`src/rtl/dma_job_arb_pkg.sv`:
```
// Shared helpers for the DMA job arbiter: index-width function and
// protocol-error message strings. Request/response types stay parameters
// of the modules, so nothing type-dependent lives here.
package dma_job_arb_pkg;

  // Width of an index into n entries, never narrower than one bit.
  function automatic int unsigned idx_width(input int unsigned n);
    return (n > 1) ? $clog2(n) : 1;
  endfunction

  localparam string MsgRspEmpty      = "dma_job_arbiter: backend response with no job in flight";
  localparam string MsgCntUnderflow  = "dma_job_arbiter: per-requester in-flight counter underflow";

endpackage

```
`src/rtl/dma_job_arb_owner_fifo.sv`:
```
// In-order FIFO holding the requester index of every job the backend has
// accepted. Head is read combinationally so the response path can route
// in the same cycle the response arrives.
module dma_job_arb_owner_fifo
  import dma_job_arb_pkg::*;
#(
  parameter int unsigned Depth    = 8,
  parameter int unsigned Width    = 2,
  parameter int unsigned CntWidth = $clog2(Depth + 1)
) (
  input  logic                clk_i,
  input  logic                rst_ni,
  input  logic                push_i,
  input  logic [Width-1:0]    data_i,
  input  logic                pop_i,
  output logic [Width-1:0]    data_o,
  output logic                full_o,
  output logic                empty_o,
  output logic [CntWidth-1:0] usage_o
);

  localparam int unsigned PtrWidth = idx_width(Depth);

  logic [Width-1:0]    mem_q [Depth];
  logic [PtrWidth-1:0] wr_ptr_q, wr_ptr_d;
  logic [PtrWidth-1:0] rd_ptr_q, rd_ptr_d;
  logic [CntWidth-1:0] usage_q, usage_d;

  // Pointer wrap and occupancy bookkeeping.
  always_comb begin
    wr_ptr_d = wr_ptr_q;
    rd_ptr_d = rd_ptr_q;
    usage_d  = usage_q;
    if (push_i) begin
      wr_ptr_d = (wr_ptr_q == PtrWidth'(Depth - 1)) ? '0 : wr_ptr_q + 1'b1;
    end
    if (pop_i) begin
      rd_ptr_d = (rd_ptr_q == PtrWidth'(Depth - 1)) ? '0 : rd_ptr_q + 1'b1;
    end
    case ({push_i, pop_i})
      2'b10:   usage_d = usage_q + 1'b1;
      2'b01:   usage_d = usage_q - 1'b1;
      default: usage_d = usage_q;
    endcase
  end

  // Storage is left unreset; only the pointers define validity.
  always_ff @(posedge clk_i) begin
    if (push_i) begin
      mem_q[wr_ptr_q] <= data_i;
    end
  end

  // Pointer and occupancy registers.
  always_ff @(posedge clk_i or negedge rst_ni) begin
    if (!rst_ni) begin
      wr_ptr_q <= '0;
      rd_ptr_q <= '0;
      usage_q  <= '0;
    end else begin
      wr_ptr_q <= wr_ptr_d;
      rd_ptr_q <= rd_ptr_d;
      usage_q  <= usage_d;
    end
  end

  assign data_o  = mem_q[rd_ptr_q];
  assign full_o  = (usage_q == CntWidth'(Depth));
  assign empty_o = (usage_q == '0);
  assign usage_o = usage_q;

endmodule

```
`src/rtl/dma_job_arbiter.sv`:
```
// Round-robin arbiter sharing one iDMA burst backend between NumReq
// requesters. Owners of accepted jobs are queued in order so each backend
// response is steered back to the requester that issued it.
// Optional build macro DMA_JOB_ARB_PRIO_EN adds prio_i: requesters with
// their prio bit set are served first, with a single shared RR pointer.
module dma_job_arbiter
  import dma_job_arb_pkg::*;
#(
  parameter int unsigned NumReq      = 4,
  parameter int unsigned MaxInFlight = 8,
  parameter type         idma_req_t  = logic,
  parameter type         idma_rsp_t  = logic,
  localparam int unsigned IdxWidth   = idx_width(NumReq),
  localparam int unsigned CntWidth   = $clog2(MaxInFlight + 1)
) (
  input  logic                clk_i,
  input  logic                rst_ni,
  input  idma_req_t           req_i [NumReq],
  input  logic [NumReq-1:0]   req_valid_i,
  output logic [NumReq-1:0]   req_ready_o,
`ifdef DMA_JOB_ARB_PRIO_EN
  input  logic [NumReq-1:0]   prio_i,
`endif
  output idma_rsp_t           rsp_o,
  output logic [NumReq-1:0]   rsp_valid_o,
  input  logic [NumReq-1:0]   rsp_ready_i,
  output idma_req_t           be_req_o,
  output logic                be_valid_o,
  input  logic                be_ready_i,
  input  idma_rsp_t           be_rsp_i,
  input  logic                be_rsp_valid_i,
  output logic                be_rsp_ready_o,
  output logic [NumReq-1:0]   busy_o,
  output logic [CntWidth-1:0] inflight_o
);

  logic [IdxWidth-1:0] ptr_q, ptr_d;
  logic                lock_q, lock_d;
  logic [IdxWidth-1:0] lock_idx_q, lock_idx_d;

  logic [NumReq-1:0]   cand;
  logic                rr_found;
  logic [IdxWidth-1:0] rr_idx;
  logic [IdxWidth-1:0] scan_idx;
  logic [IdxWidth-1:0] grant_idx;
  logic                grant_vld;
  logic                handshake;

  logic                fifo_full;
  logic                fifo_empty;
  logic [IdxWidth-1:0] head_idx;
  logic                pop;

  // Candidate set: prioritised requesters if any are valid, else everyone.
  always_comb begin
    cand = req_valid_i;
`ifdef DMA_JOB_ARB_PRIO_EN
    if (|(req_valid_i & prio_i)) begin
      cand = req_valid_i & prio_i;
    end
`endif
  end

  // Round-robin scan starting at the pointer; first candidate wins.
  always_comb begin
    rr_found = 1'b0;
    rr_idx   = ptr_q;
    scan_idx = ptr_q;
    for (int k = 0; k < int'(NumReq); k++) begin
      scan_idx = IdxWidth'((int'(ptr_q) + k) % int'(NumReq));
      if (!rr_found && cand[scan_idx]) begin
        rr_found = 1'b1;
        rr_idx   = scan_idx;
      end
    end
  end

  // A stalled grant is held so the backend sees a stable request.
  assign grant_idx = lock_q ? lock_idx_q : rr_idx;
  assign grant_vld = lock_q ? req_valid_i[lock_idx_q] : rr_found;
  assign be_valid_o = grant_vld & ~fifo_full;
  assign be_req_o   = req_i[grant_idx];
  assign handshake  = be_valid_o & be_ready_i;

  // Pointer advance on handshake; lock taken while the backend stalls.
  always_comb begin
    ptr_d      = ptr_q;
    lock_d     = lock_q;
    lock_idx_d = lock_idx_q;
    if (handshake) begin
      ptr_d  = (grant_idx == IdxWidth'(NumReq - 1)) ? '0 : grant_idx + 1'b1;
      lock_d = 1'b0;
    end else if (be_valid_o) begin
      lock_d     = 1'b1;
      lock_idx_d = grant_idx;
    end
  end

  // Arbitration state registers.
  always_ff @(posedge clk_i or negedge rst_ni) begin
    if (!rst_ni) begin
      ptr_q      <= '0;
      lock_q     <= 1'b0;
      lock_idx_q <= '0;
    end else begin
      ptr_q      <= ptr_d;
      lock_q     <= lock_d;
      lock_idx_q <= lock_idx_d;
    end
  end

  dma_job_arb_owner_fifo #(
    .Depth    (MaxInFlight),
    .Width    (IdxWidth),
    .CntWidth (CntWidth)
  ) i_owner_fifo (
    .clk_i   (clk_i),
    .rst_ni  (rst_ni),
    .push_i  (handshake),
    .data_i  (grant_idx),
    .pop_i   (pop),
    .data_o  (head_idx),
    .full_o  (fifo_full),
    .empty_o (fifo_empty),
    .usage_o (inflight_o)
  );

  // Responses arrive in job order, so the FIFO head names their owner.
  assign rsp_o          = be_rsp_i;
  assign be_rsp_ready_o = ~fifo_empty & rsp_ready_i[head_idx];
  assign pop            = be_rsp_valid_i & be_rsp_ready_o;

  for (genvar gi = 0; gi < NumReq; gi++) begin : g_req
    logic [CntWidth-1:0] cnt_q, cnt_d;
    logic                inc, dec;

    assign req_ready_o[gi] = handshake && (grant_idx == IdxWidth'(gi));
    assign rsp_valid_o[gi] = be_rsp_valid_i && !fifo_empty && (head_idx == IdxWidth'(gi));
    assign inc = handshake && (grant_idx == IdxWidth'(gi));
    assign dec = pop && (head_idx == IdxWidth'(gi));

    // Per-requester in-flight count; push and pop on one owner cancel.
    always_comb begin
      cnt_d = cnt_q;
      case ({inc, dec})
        2'b10:   cnt_d = cnt_q + 1'b1;
        2'b01:   cnt_d = cnt_q - 1'b1;
        default: cnt_d = cnt_q;
      endcase
    end

    // Counter register.
    always_ff @(posedge clk_i or negedge rst_ni) begin
      if (!rst_ni) begin
        cnt_q <= '0;
      end else begin
        cnt_q <= cnt_d;
      end
    end

    assign busy_o[gi] = (cnt_q != '0);

`ifndef SYNTHESIS
    // Flag a pop against a requester that has nothing outstanding.
    always @(posedge clk_i) begin
      if (rst_ni) begin
        assert (!(dec && !inc && cnt_q == '0)) else $warning("%s", MsgCntUnderflow);
      end
    end
`endif
  end

`ifndef SYNTHESIS
  // Flag a backend response arriving while no job is outstanding.
  always @(posedge clk_i) begin
    if (rst_ni) begin
      assert (!(be_rsp_valid_i && fifo_empty)) else $warning("%s", MsgRspEmpty);
    end
  end
`endif

endmodule

```
`config.mk`:
```
export PLATFORM = sky130hd
export DESIGN_NAME = dma_job_arbiter
export DESIGN_NICKNAME = d
export VERILOG_FILES = /design/src/rtl/dma_job_arb_pkg.sv /design/src/rtl/dma_job_arb_owner_fifo.sv /design/src/rtl/dma_job_arbiter.sv
export SDC_FILE = /design/constraint.sdc
export NUM_CORES = 1
export LEC_CHECK = 0
export CORE_MARGIN = 3
export CORE_UTILIZATION = 60
export DETAILED_ROUTE_END_ITERATION = 12
export HOLD_SLACK_MARGIN = 0.05
export PLACE_DENSITY_LB_ADDON = 0.05
export SLEW_MARGIN = 20
export SYNTH_ARGS = -nofsm -noshare
export SYNTH_HDL_FRONTEND = slang
export SYNTH_SLANG_ARGS = --single-unit
```
`constraint.sdc`:
```
create_clock -name clk_i -period 8.4 [get_ports clk_i]
set_clock_uncertainty 0.05 [all_clocks]
set_input_delay 1.26 -clock clk_i [delete_from_list [all_inputs] [get_ports clk_i]]
set_output_delay 1.26 -clock clk_i [all_outputs]
set_load 0.01 [all_outputs]
```
; ---- Word level (Yosys, flattened, before mapping)
; Memory sizes are Yosys's and may differ from the RTL's.
; Index checks and enable logic that the tools add are counted.
; W data, S select, Z words.
[op_classes]
add_sub_neg = 16
n_lt_le_gt_ge = 7
n_eq_ne = 19
muxes = 36
bitwise = 8
n_reduce_logical = 34
[ops]
columns = op, n
row1 = $pmux W4 S2, 5
row2 = $add A4 B1 Y4 const B, 5
row3 = $sub A4 B1 Y4 const B, 5
row4 = $eq A2 B2 Y1 const B, 9
row5 = $lt A2 B3 Y1 const B, 6
row6 = $mux W1, 17
row7 = $logic_and A1 B1 Y1, 16
row8 = $reduce_bool A4 Y1, 4
row9 = $bmux W1 S2, 7
row10 = $eq A2 B1 Y1 const B, 7
row11 = $reduce_bool A2 Y1, 6
row12 = $mux W2, 5
row13 = $add A3 B1 Y3 const B, 2
row14 = $eq A3 B3 Y1 const B, 2
row15 = $mux W3, 2
row16 = $add A2 B1 Y2 const B, 2
row17 = $add A2 B2 Y2 const B, 2
row18 = $and A1 B1 Y1, 4
row19 = $eq A4 B4 Y1 const B, 1
row20 = $logic_not A1 Y1, 4
row21 = $logic_not A2 Y1, 2
row22 = $logic_not A4 Y1, 1
row23 = $ge A3 B3 Y1 const B, 1
row24 = $not A1 Y1, 3
row25 = 2 further kinds, 2
[totals]
ff_bits = 31
ramBits = 16
output_inout_bits = 20
n_memories = 1
[memory_table]
columns = name, depth, width, rd, rd_clocked_by_memory_dff, wr, line
row1 = i_owner_fifo.mem_q, 8, 2, 1, 0, 1, dma_job_arb_owner_fifo.sv:24  ; logic [Width-1:0] mem_q [Depth];

; ---- Depth between registers and ports, before layout
[depth]
ltp_word = 18
depth_mapped = 14
ltp_nobuf = 14

; ---- By module
; Synthesis repeated with hierarchy kept, for this count alone.
[unflattened]
cells_unflattened = 258
hier_area_um2 = 3002.9
[by_module_without_submodules]
columns = module, n_inst, cells_each, area_per_inst_um2, seq_area_each_um2
row1 = dma_job_arbiter, 1, 178, 1789.2, 525.5
row2 = dma_job_arb_owner_fifo, 1, 80, 1213.7, 730.7

; ---- Least setup slack after synthesis
; OpenSTA, ideal clock, no wires.
[synth_timing]
path_type = input to output
start = input req_valid_i[0]
end = output req_ready_o[2]
arrival_time_ps = 3039
slack_ps = 4051
path_stages = 7
path_buffers = 1
path_cell_list = o311a_1 > o31ai_1 > inv_1 > ha_1 > nand2_1 > inv_1 > buf_4
[synth_lines]
columns = item, line
row1 = start: declaration, dma_job_arbiter.sv:19  ; input logic [NumReq-1:0] req_valid_i,
row2 = $bmux W1 S2, dma_job_arbiter.sv:71  ; if (!rr_found && cand[scan_idx]) begin
row3 = $mux W1 (implied by the code), dma_job_arbiter.sv:71
row4 = $mux W1, dma_job_arbiter.sv:71
row5 = $logic_not A1 Y1, dma_job_arbiter.sv:71
row6 = $logic_and A1 B1 Y1, dma_job_arbiter.sv:71
row7 = $mux W1, dma_job_arbiter.sv:71
row8 = $logic_not A1 Y1, dma_job_arbiter.sv:71
row9 = $logic_and A1 B1 Y1, dma_job_arbiter.sv:71
row10 = $mux W1, dma_job_arbiter.sv:71
row11 = $logic_not A1 Y1, dma_job_arbiter.sv:71
row12 = $logic_and A1 B1 Y1, dma_job_arbiter.sv:71
row13 = $mux W2 (*), dma_job_arbiter.sv:71
row14 = $mux W2 (*), dma_job_arbiter.sv:79  ; assign grant_idx = lock_q ? lock_idx_q : rr_idx;
row15 = via grant_idx[0], dma_job_arbiter.sv:45  ; logic [IdxWidth-1:0] grant_idx;
row16 = $eq A2 B2 Y1 (*), -
row17 = $logic_and A1 B1 Y1 (*), -
row18 = end: declaration, dma_job_arbiter.sv:20  ; output logic [NumReq-1:0] req_ready_o,
; Mark *: on every way through the listed nets, which the timed path passes. The rest lies on a longest branch. The select of a mux whose other input is x is not followed.

; ---- Final worst setup path
[layout_timing]
start = input req_valid_i[1]
end = output req_ready_o[2]
[layout_lines]
columns = item, line
row1 = $bmux W1 S2, dma_job_arbiter.sv:71
row2 = $mux W1 (implied by the code), dma_job_arbiter.sv:71
row3 = $mux W1, dma_job_arbiter.sv:71
row4 = $logic_not A1 Y1, dma_job_arbiter.sv:71
row5 = $logic_and A1 B1 Y1, dma_job_arbiter.sv:71
row6 = $mux W1, dma_job_arbiter.sv:71
row7 = $logic_not A1 Y1, dma_job_arbiter.sv:71
row8 = $logic_and A1 B1 Y1, dma_job_arbiter.sv:71
row9 = $mux W1, dma_job_arbiter.sv:71
row10 = $logic_not A1 Y1, dma_job_arbiter.sv:71
row11 = $logic_and A1 B1 Y1, dma_job_arbiter.sv:71
row12 = $mux W2 (*), dma_job_arbiter.sv:71
row13 = $mux W2 (*), dma_job_arbiter.sv:79
row14 = via grant_idx[0], dma_job_arbiter.sv:45
row15 = $eq A2 B2 Y1 (*), dma_job_arbiter.sv:137  ; assign req_ready_o[gi] = handshake && (grant_idx == IdxWidth'(gi));
row16 = $logic_and A1 B1 Y1 (*), dma_job_arbiter.sv:137
; Marked as above.

==> results.py <==
metrics = {
    "run_status": {
        "status": "complete, no violations",
    },
    "drt": {
        "dr.first_iter.drc_count": 88,
        "final_antenna_net_count": 0,
        "wirelength_um": 5170,
        "num_vias": 1902,
        "drt_pass1_iterations": 6,
        "routedWlPerCell_um": 15.3,
        "viasPerCell": 5.64,
        "drc": 0,
    },
    "sta": {
        "hold_viol": 0,
        "hold_ws_ns": 0.410,
        "worst_slew_pin_slew_ns": 0.595,
        "setup_viol": 0,
        "period_share_pct": 58.0,
        "finalSetupTns_ns": 0,
        "rsz0062_at_grt": "no",
        "finalMaxSlewViolations": 0,
        "setup_ws_ns": 3.53,
        "max_clock_freq_mhz": 205,
        "min_period_ns": 4.87,
        "max_slew_margin_pct": 59.8,
    },
    "synth": {
        "syn_area_um2": 2880,
        "yosysSeqAreaShare_pct": 43.6,
        "synthFlopType": "dfrtp_1",
        "synthDistinctLibCells": 46,
        "yosysTopAreaCellShare_pct": 26.9,
        "synth_largest_area_cell": "dfrtp_1",
        "synthTopCellsByArea": "dfrtp_1 27%, edfxtp_1 17%, ha_1 10%, xor2_1 4.9%, mux4_2 3.9%",
        "synth_nets": 292,
        "synth-edff-count": 16,
        "ys_warn_count": 0,
        "ys_async_sr_fraction_pct": 66.0,
        "syn_area_per_cell_um2": 11.5,
        "synth_seq_cells": 47,
        "synthCells": 250,
    },
    "min_path": {
        "whs_endpoint": "g_req[3].cnt_q[3]",
        "hold_path_depth": 1,
        "min_from": "g_req[3].cnt_q[3]",
        "hold_path.class": "reg2reg",
    },
    "clocking": {
        "htreeDepth": 2,
        "cts_buffers": 5,
        "cts.sinks": 47,
        "clkTransAtPathRegs_ns": 0.09,
        "cts_tree": "yes",
        "clock_latency_ns": 0.30,
        "cts_setup_buffers": 0,
        "root_buffer": "clkbuf_8",
        "cts_hold_buf": 0,
        "cts_max_path_buffers": 2,
        "cts_resized": 0,
    },
    "floorplanning": {
        "start_util_pct": 63.9,
        "die_y_um": 75.3,
        "core_area_um2": 4500,
        "io-pin-count": 37,
        "fp-row-count": 24,
        "die_w_um": 75.3,
        "dieArea_um2": 5670,
    },
    "worst_setup_path": {
        "critPathLaunchType": "primary input",
        "crit_chain": "clkdlybuf4s50_1 -> inv_1 -> a221oi_1 -> a21oi_1 -> o31ai_1 -> buf_4 -> inv_1 -> ha_1 -> nand2_1 -> inv_1 -> clkdlybuf4s50_1",
        "critPathMostFrequentCell": "inv_1",
        "crit_buf_inv": 6,
        "slowest_stage": "clkdlybuf4s50_1",
        "required_ns": 7.09,
        "regToRegStartpoint": "i_owner_fifo.rd_ptr_q[0]",
        "crit_path_max_incr_delay_ns": 0.50,
        "rr_endpoint": "i_owner_fifo.usage_o[3]",
        "critical-path-top-delay-family": "buffers and inverters",
        "r2r_cells": 11,
        "critPathKind": "in2out",
        "crit_fanout": 14,
        "rrSetupSlack_ns": 5.08,
        "arrival_ns": 3.56,
        "end_kind": "output pin",
    },
    "layout": {
        "area_delta_synth_final_pct": 16.4,
        "fillers": 296,
        "final_common_cell": "clkdlybuf4s50_1",
        "nets": 326,
        "antenna_cells": 0,
        "drive_above_1_share_pct": 9.82,
        "final_util_pct": 74.4,
        "final_area_um2": 3350,
        "final_cells": 337,
        "final_cell_mix": "34 x clkdlybuf4s50_1, 31 x dfrtp_1, 24 x nand2_1",
    },
    "global_routing": {
        "grt_usage_pct": 20.1,
        "antenna_found_initial": 0,
        "grt-ovfl-total": 0,
        "grt_pass1_wl_um": 8500,
        "grt_pass1_vias": 1806,
        "grt_max_degree": 32,
    },
    "flow_run": {
        "drv_cap": 0,
    },
    "place": {
        "placed_area_um2": 3230,
        "io_buffers": 34,
        "dp_cells": 329,
        "place.gp.congestion": 0.747,
        "dp_hpwl_um": 3840,
        "preCtsSetupSlack_ns": 3.50,
    },
    "pwr": {
        "peakVddDrop_v": 0.000264,
        "p_leak_nw": 1.47,
        "p_per_area_nw_per_um2": 390,
        "power.total_mw": 1.31,
    },
}
-- cells by family (layout without fill, tap and decap cells) --
| logic type | Yosys count | count (layout) | share of synthesized area, % |
|---|---|---|---|
| buffers and inverters | 27 | 62 | 4.78 |
| AOI/OAI and AO/OA | 30 | 30 | 7.17 |
| adders and majority gates | 25 | 25 | 11.4 |
| DFF | 47 | 47 | 43.6 |
| and+or+nand+nor | 75 | 75 | 14.2 |
| xor gates and xnor gates | 23 | 23 | 6.99 |
| muxes | 23 | 23 | 11.8 |
-- worst max path at each step --
stage,startpoint,to,slack (ns),cells after the start
2_1_floorplan,req_valid_i[0],req_ready_o[2],4.05,7
3_3_place_gp,req_valid_i[2],be_req_o,3.58,7
3_5_place_dp,req_valid_i[1],req_ready_o[2],3.50,11
4_1_cts,req_valid_i[1],req_ready_o[2],3.50,11
5_1_grt,req_valid_i[1],req_ready_o[2],3.31,11
6_report,req_valid_i[1],req_ready_o[2],3.53,11
-- cells in the mapped netlist (all sizes together), types with 2 or more instances --
library cell	count
xnor2	7
buf	9
nand2	24
nor2	12
nor4bb	2
dfrtp	31
a21oi	8
nand4bb	2
or4	4
mux2	9
nand3	2
nor3b	2
inv	18
nor3	8
ha	23
nor4b	2
a21o	4
nand3b	2
o21ai	7
mux2i	9
edfxtp	16
fa	2
nand2b	3
nor2b	8
mux4	5
a211oi	4
xor2	16
-- layer usage --
metal | GRT usage [%] | wire (um)
met5 | 0 | 0
met4 | 5.24 | 43
met3 | 3.74 | 170
met2 | 34.2 | 2550
met1 | 26.4 | 2410
-- power breakdown --
part	switching (mW)	leakage (nW)	total (mW)	internal (mW)
Sequential	0.110	0.520	0.455	0.345
Clock	0.0785	0.0618	0.176	0.0979
Combinational	0.317	0.885	0.677	0.360
-- final cells by class --
class	instances	area (um^2)	share of cell area, %
multi-input cells	176	1490	44.3
flip-flops and latches	47	1260	37.5
repair buffers	36	355	10.6
clock buffers	6	82.6	2.46
inverters	18	67.6	2.02
well taps	52	65.1	1.94
clock inverters	2	38.8	1.16
-- flip-flops by register name, indices dropped and copies added (netlist names) --
name and cells:
ptr_q 2, g_req.cnt_q 16, i_owner_fifo.wr_ptr_q 3, i_owner_fifo.usage_o 4
lock_q 1, lock_idx_q 2, i_owner_fifo.mem_q 16, i_owner_fifo.rd_ptr_q 3
Power figures use the tool's default switching activity.
